==> src/rtl/bias_add_stream.sv <==
// Bias adder on the adder-tree output: per-lane bias add, saturation, valid/ready stream, frame pixel counter.
// Build macro BIAS_ADD_RELU_EN: when defined, negative lane results are clamped to zero after saturation.
module bias_add_stream #(
  parameter int N_ADDER_TREE = 16,
  parameter int DATA_W       = 18,
  parameter int NUM_PIXELS   = 60,
  parameter int CNT_W        = 16
) (
  input  logic                             clk,
  input  logic                             rst,
  input  logic [N_ADDER_TREE*DATA_W-1:0]   bias,
  input  logic [N_ADDER_TREE*DATA_W-1:0]   in_data,
  input  logic                             in_valid,
  output logic                             in_ready,
  output logic [N_ADDER_TREE*DATA_W-1:0]   out_data,
  output logic                             out_valid,
  input  logic                             out_ready,
  output logic [CNT_W-1:0]                 pixel_cnt,
  output logic                             frame_done
);
  localparam int BUS_W = N_ADDER_TREE * DATA_W;
  localparam int SUM_W = DATA_W + 1;
  localparam logic [CNT_W-1:0] LAST_PIX = CNT_W'(NUM_PIXELS - 1);

  function automatic logic signed [SUM_W-1:0] add_lane(input logic signed [DATA_W-1:0] a,
                                                       input logic signed [DATA_W-1:0] b);
    add_lane = $signed({a[DATA_W-1], a}) + $signed({b[DATA_W-1], b});
  endfunction

  // One guard bit: overflow shows as the two top bits disagreeing.
  function automatic logic signed [DATA_W-1:0] sat_lane(input logic signed [SUM_W-1:0] s);
    if (s[SUM_W-1] != s[SUM_W-2])
      sat_lane = s[SUM_W-1] ? {1'b1, {(DATA_W-1){1'b0}}} : {1'b0, {(DATA_W-1){1'b1}}};
    else
      sat_lane = s[DATA_W-1:0];
  endfunction

  function automatic logic signed [DATA_W-1:0] lane_out(input logic signed [SUM_W-1:0] s);
    logic signed [DATA_W-1:0] v;
    v = sat_lane(s);
`ifdef BIAS_ADD_RELU_EN
    if (v[DATA_W-1]) v = '0;
`endif
    lane_out = v;
  endfunction

  logic                    en;
  logic                    vld_p1_q;
  logic signed [SUM_W-1:0] sum_p1_d [N_ADDER_TREE];
  logic signed [SUM_W-1:0] sum_p1_q [N_ADDER_TREE];
  logic                    vld_p2_q;
  logic [BUS_W-1:0]        data_p2_d;
  logic [BUS_W-1:0]        data_p2_q;
  logic [CNT_W-1:0]        cnt_d, cnt_q;
  logic                    done_d, done_q;

  assign en         = ~vld_p2_q | out_ready;
  assign in_ready   = en;
  assign out_valid  = vld_p2_q;
  assign out_data   = data_p2_q;
  assign pixel_cnt  = cnt_q;
  assign frame_done = done_q;

  // Stage 1: exact lane-wise bias add
  always_comb begin
    for (int i = 0; i < N_ADDER_TREE; i++)
      sum_p1_d[i] = add_lane(in_data[i*DATA_W +: DATA_W], bias[i*DATA_W +: DATA_W]);
  end

  // Stage 2: saturate (and optional ReLU) back to DATA_W
  always_comb begin
    data_p2_d = '0;
    for (int i = 0; i < N_ADDER_TREE; i++)
      data_p2_d[i*DATA_W +: DATA_W] = lane_out(sum_p1_q[i]);
  end

  always_comb begin
    cnt_d  = cnt_q;
    done_d = 1'b0;
    if (vld_p2_q && out_ready) begin
      if (cnt_q == LAST_PIX) begin
        cnt_d  = '0;
        done_d = 1'b1;
      end else begin
        cnt_d = cnt_q + CNT_W'(1);
      end
    end
  end

  always_ff @(posedge clk or posedge rst) begin
    if (rst) begin
      vld_p1_q  <= 1'b0;
      vld_p2_q  <= 1'b0;
      data_p2_q <= '0;
      cnt_q     <= '0;
      done_q    <= 1'b0;
      for (int i = 0; i < N_ADDER_TREE; i++)
        sum_p1_q[i] <= '0;
    end else begin
      cnt_q  <= cnt_d;
      done_q <= done_d;
      if (en) begin
        vld_p1_q <= in_valid;
        sum_p1_q <= sum_p1_d;
        vld_p2_q <= vld_p1_q;
        if (vld_p1_q) data_p2_q <= data_p2_d;
      end
    end
  end

endmodule

==> config.mk <==
export PLATFORM = sky130hd
export DESIGN_NAME = bias_add_stream
export DESIGN_NICKNAME = d
export VERILOG_FILES = /design/src/rtl/bias_add_stream.sv
export SDC_FILE = /design/constraint.sdc
export NUM_CORES = 2
export LEC_CHECK = 0
export ABC_CLOCK_PERIOD_IN_PS = 38800
export CAP_MARGIN = 20
export CORE_AREA = 8 8 343 345
export DETAILED_ROUTE_END_ITERATION = 6
export DIE_AREA = 0 0 351 353
export PLACE_DENSITY_LB_ADDON = 0.08
export SYNTH_ARGS = -nofsm -noshare
export SYNTH_HDL_FRONTEND = slang
export SYNTH_SLANG_ARGS = --single-unit
==> constraint.sdc <==
create_clock -name clk -period 38.8 [get_ports clk]
set_input_delay 9.7 -clock clk [delete_from_list [all_inputs] [get_ports clk]]
set_output_delay 9.7 -clock clk [all_outputs]
set_load 0.01 [all_outputs]
==> metrics.cfg <==
[synth]
seq_area_frac_synth_pct=41.7
synth_top_family_by_area=compound AO/OA/AOI/OAI gates
syn_nets=5128
synth_common_cells=dfrtp_1, o21ai_0, nand2_1
synth_edf_count=0
synth_compound_area_share_pct=24.0
synthDistinctLibCells=79
synthCells=4211
yosys.area_share.simple_pct=13.7
synth.top_cell.area_share_pct=41.7
ys_warn_count=0
ys_ff_latch=611
avgSynthCellArea_sq_um=8.71
yosys-top-cells-area=dfrtp_1, ha_1, o21ai_0
syn_area_sq_mm=0.0367
synth_xor_area_share_pct=4.99
async_flop_share_pct=100
synth_mux_area_share_pct=0.177
synth_top_area_cell=dfrtp_1
yosysMostFrequentCell=dfrtp_1
ys.flop_type=dfrtp_1
synth_fa_ha_area_share_pct=11.8

[floorplanning]
rows=123
fp.dieW_um=351
boundaryPins=887
fp.dieH_um=353
die_area_sq_mm=0.124
core_region_area_sq_mm=0.112
initial_utilization_pct=32.8

[setup_path]
crit_top_cell=clkdlybuf4s50_1
cpPeakStageDelay_ns=0.61
cp_max_fo=41
crit_start=out_ready
slowest_stage=clkdlybuf4s50_1
criticalPathCategory=in -> out
r2r-end=sum_p1_q[303]
ff2ff_setup_slack_ns=34.41
r2r-start=out_valid
critPathCaptureType=primary output
crit_path_end=in_ready
rr_worst_depth=10
critPathArrivalTime_ns=11.21
cp.required_ns=29.10
path_cells=clkdlybuf4s50_1 > nor2b_4 > inv_8 > clkdlybuf4s50_1
cp-start-kind=input port

[drt]
viasPerCell=4.98
wl_mm=139
dr_total_vias=32900
drt_first_pass_iters=5
antenna_left=0
drt_iter0_drc=1830
drc=0
wl_per_cell_um=21.0

[place]
io_buffers=886
gp_congestion=0.892
post-dp-hpwl_mm=108

[cts]
hold_buffers=0
clk_path_buf_depth=3
htree_levels=3
root_buffer=clkbuf_16
cts_buffers=78
clock-sinks=611
clk_latency_ns=0.64
cts_tree=built
cts.clk_slew.worst_paths_ns=0.05
cts_setup_buffers=0
cts_resized=0

[timing]
finalCritPeriodShare_pct=53.9
fin_skew_ns=0.0201
hold_slack_ns=0.459
hold_violations=0
rsz0062_at_grt=false
maxSlewHeadroom_pct=16.0
setup_viol=0
max_clock_freq_mhz=47.8
slew_violations=0
tightest_slew_ns=1.26
post-route-min-period_ns=20.91
fin_tns_setup_ns=0

[global_route]
grt_max_degree=244
track_usage_pct=21.6
gr-total-overflow=0
grt_pass1_wl_mm=208
grt_pass1_vias=33300
antenna_found_initial=67

[layout]
fillers=11200
register_area_sq_mm=0.0153
multi_input_area_sq_mm=0.0201
fin_nets=5929
syn_to_final_growth_pct=35.4
layout-drive-gt1-share_pct=3.65

[pwr]
ir_drop_mv=0.0304
p_leak_nw=22.0
powerDensity_mw_per_mm2=58.3
power_mw=2.90

[hold_path]
hp-class=reg -> reg

[flow_run]
max_cap_violations=0

[outcome]
status=complete, no violations

-- power by group --
| part | total, mW | leakage (nW) | switching (mW) | internal, mW |
|---|---|---|---|---|
| combinational | 1.15 | 13.4 | 0.626 | 0.523 |
| clock | 0.755 | 1.31 | 0.297 | 0.458 |
| sequential | 0.992 | 7.30 | 0.132 | 0.861 |
-- critical path: cells and delay by family --
kind                   cells  cell delay, ns
buffers and inverters      3            1.37
and+or+nand+nor            1            0.09
-- cell type report --
class,instances,area share (%)
inverters,159,1.23
well taps,1500,3.78
flip-flops and latches,611,30.8
multi-input cells,3247,40.4
clock buffers,105,4.52
clock inverters,32,0.773
repair buffers,915,18.3
diodes,37,0.186
-- stage by stage --
| stage | setup slack [ns] | cells | utilization [%] | area [sq um] |
|---|---|---|---|---|
| floorplan | 11.99 | 4211 | - | 36700 |
| global placement | 17.91 | 6432 | 42.0 | 46900 |
| detailed placement | 17.90 | 6432 | 42.0 | 46900 |
| CTS | 17.90 | 6569 | 44.3 | 49600 |
| global route | 17.86 | 6589 | 44.4 | 49600 |
| finish | 17.89 | 6606 | 44.4 | 49700 |
-- flip-flops by register name, summed over array words and instances, names as in the netlist --
name,cells
vld_p1_q,1
out_valid,1
sum_p1_q,304
frame_done,1
pixel_cnt,16
out_data,288
-- how the worst min path moves through the flow --
stage,to,cells after the start,slack [ns],from
2_1_floorplan,sum_p1_q[0],2,0.43,sum_p1_q[0]
3_3_place_gp,sum_p1_q[38],2,0.44,sum_p1_q[38]
3_5_place_dp,sum_p1_q[95],2,0.45,sum_p1_q[95]
4_1_cts,sum_p1_q[38],2,0.46,sum_p1_q[38]
5_1_grt,sum_p1_q[219],2,0.49,sum_p1_q[219]
6_report,sum_p1_q[38],2,0.46,sum_p1_q[38]
-- logic make-up after synthesis --
kind of cell             Yosys count
AO/OA/AOI/OAI                   1530
XOR/XNOR                         209
adder cells (fa/ha/maj)          337
buffers and inverters            353
flip-flops                       611
multiplexers                       6
AND/OR/NAND/NOR                 1165
-- per-layer routing --
layer | wire length, um | GRT usage, % | share of wire [%]
met5 | 322 | 0 | 0.23
met4 | 4290 | 7.58 | 3.1
met3 | 11600 | 7.88 | 8.3
met2 | 67200 | 36.7 | 48
met1 | 55400 | 25.1 | 40
-- layout by cell type (no fill, tap or decap), types with 44 or more instances in the layout --
master           netlist  final
a21o_1               132    132
a21oi_1              507    507
a31oi_1               44     44
clkbuf_16              0     81
clkdlybuf4s50_1        0    886
dfrtp_1              611    611
ha_1                 321    321
inv_1                158    157
nand2_1              594    593
nand3_1               51     51
nor2_1               303    302
o21ai_0              608    608
xnor2_1               89     89
xor2_1               120    120
Note: power is estimated with default switching activity, not from simulation.
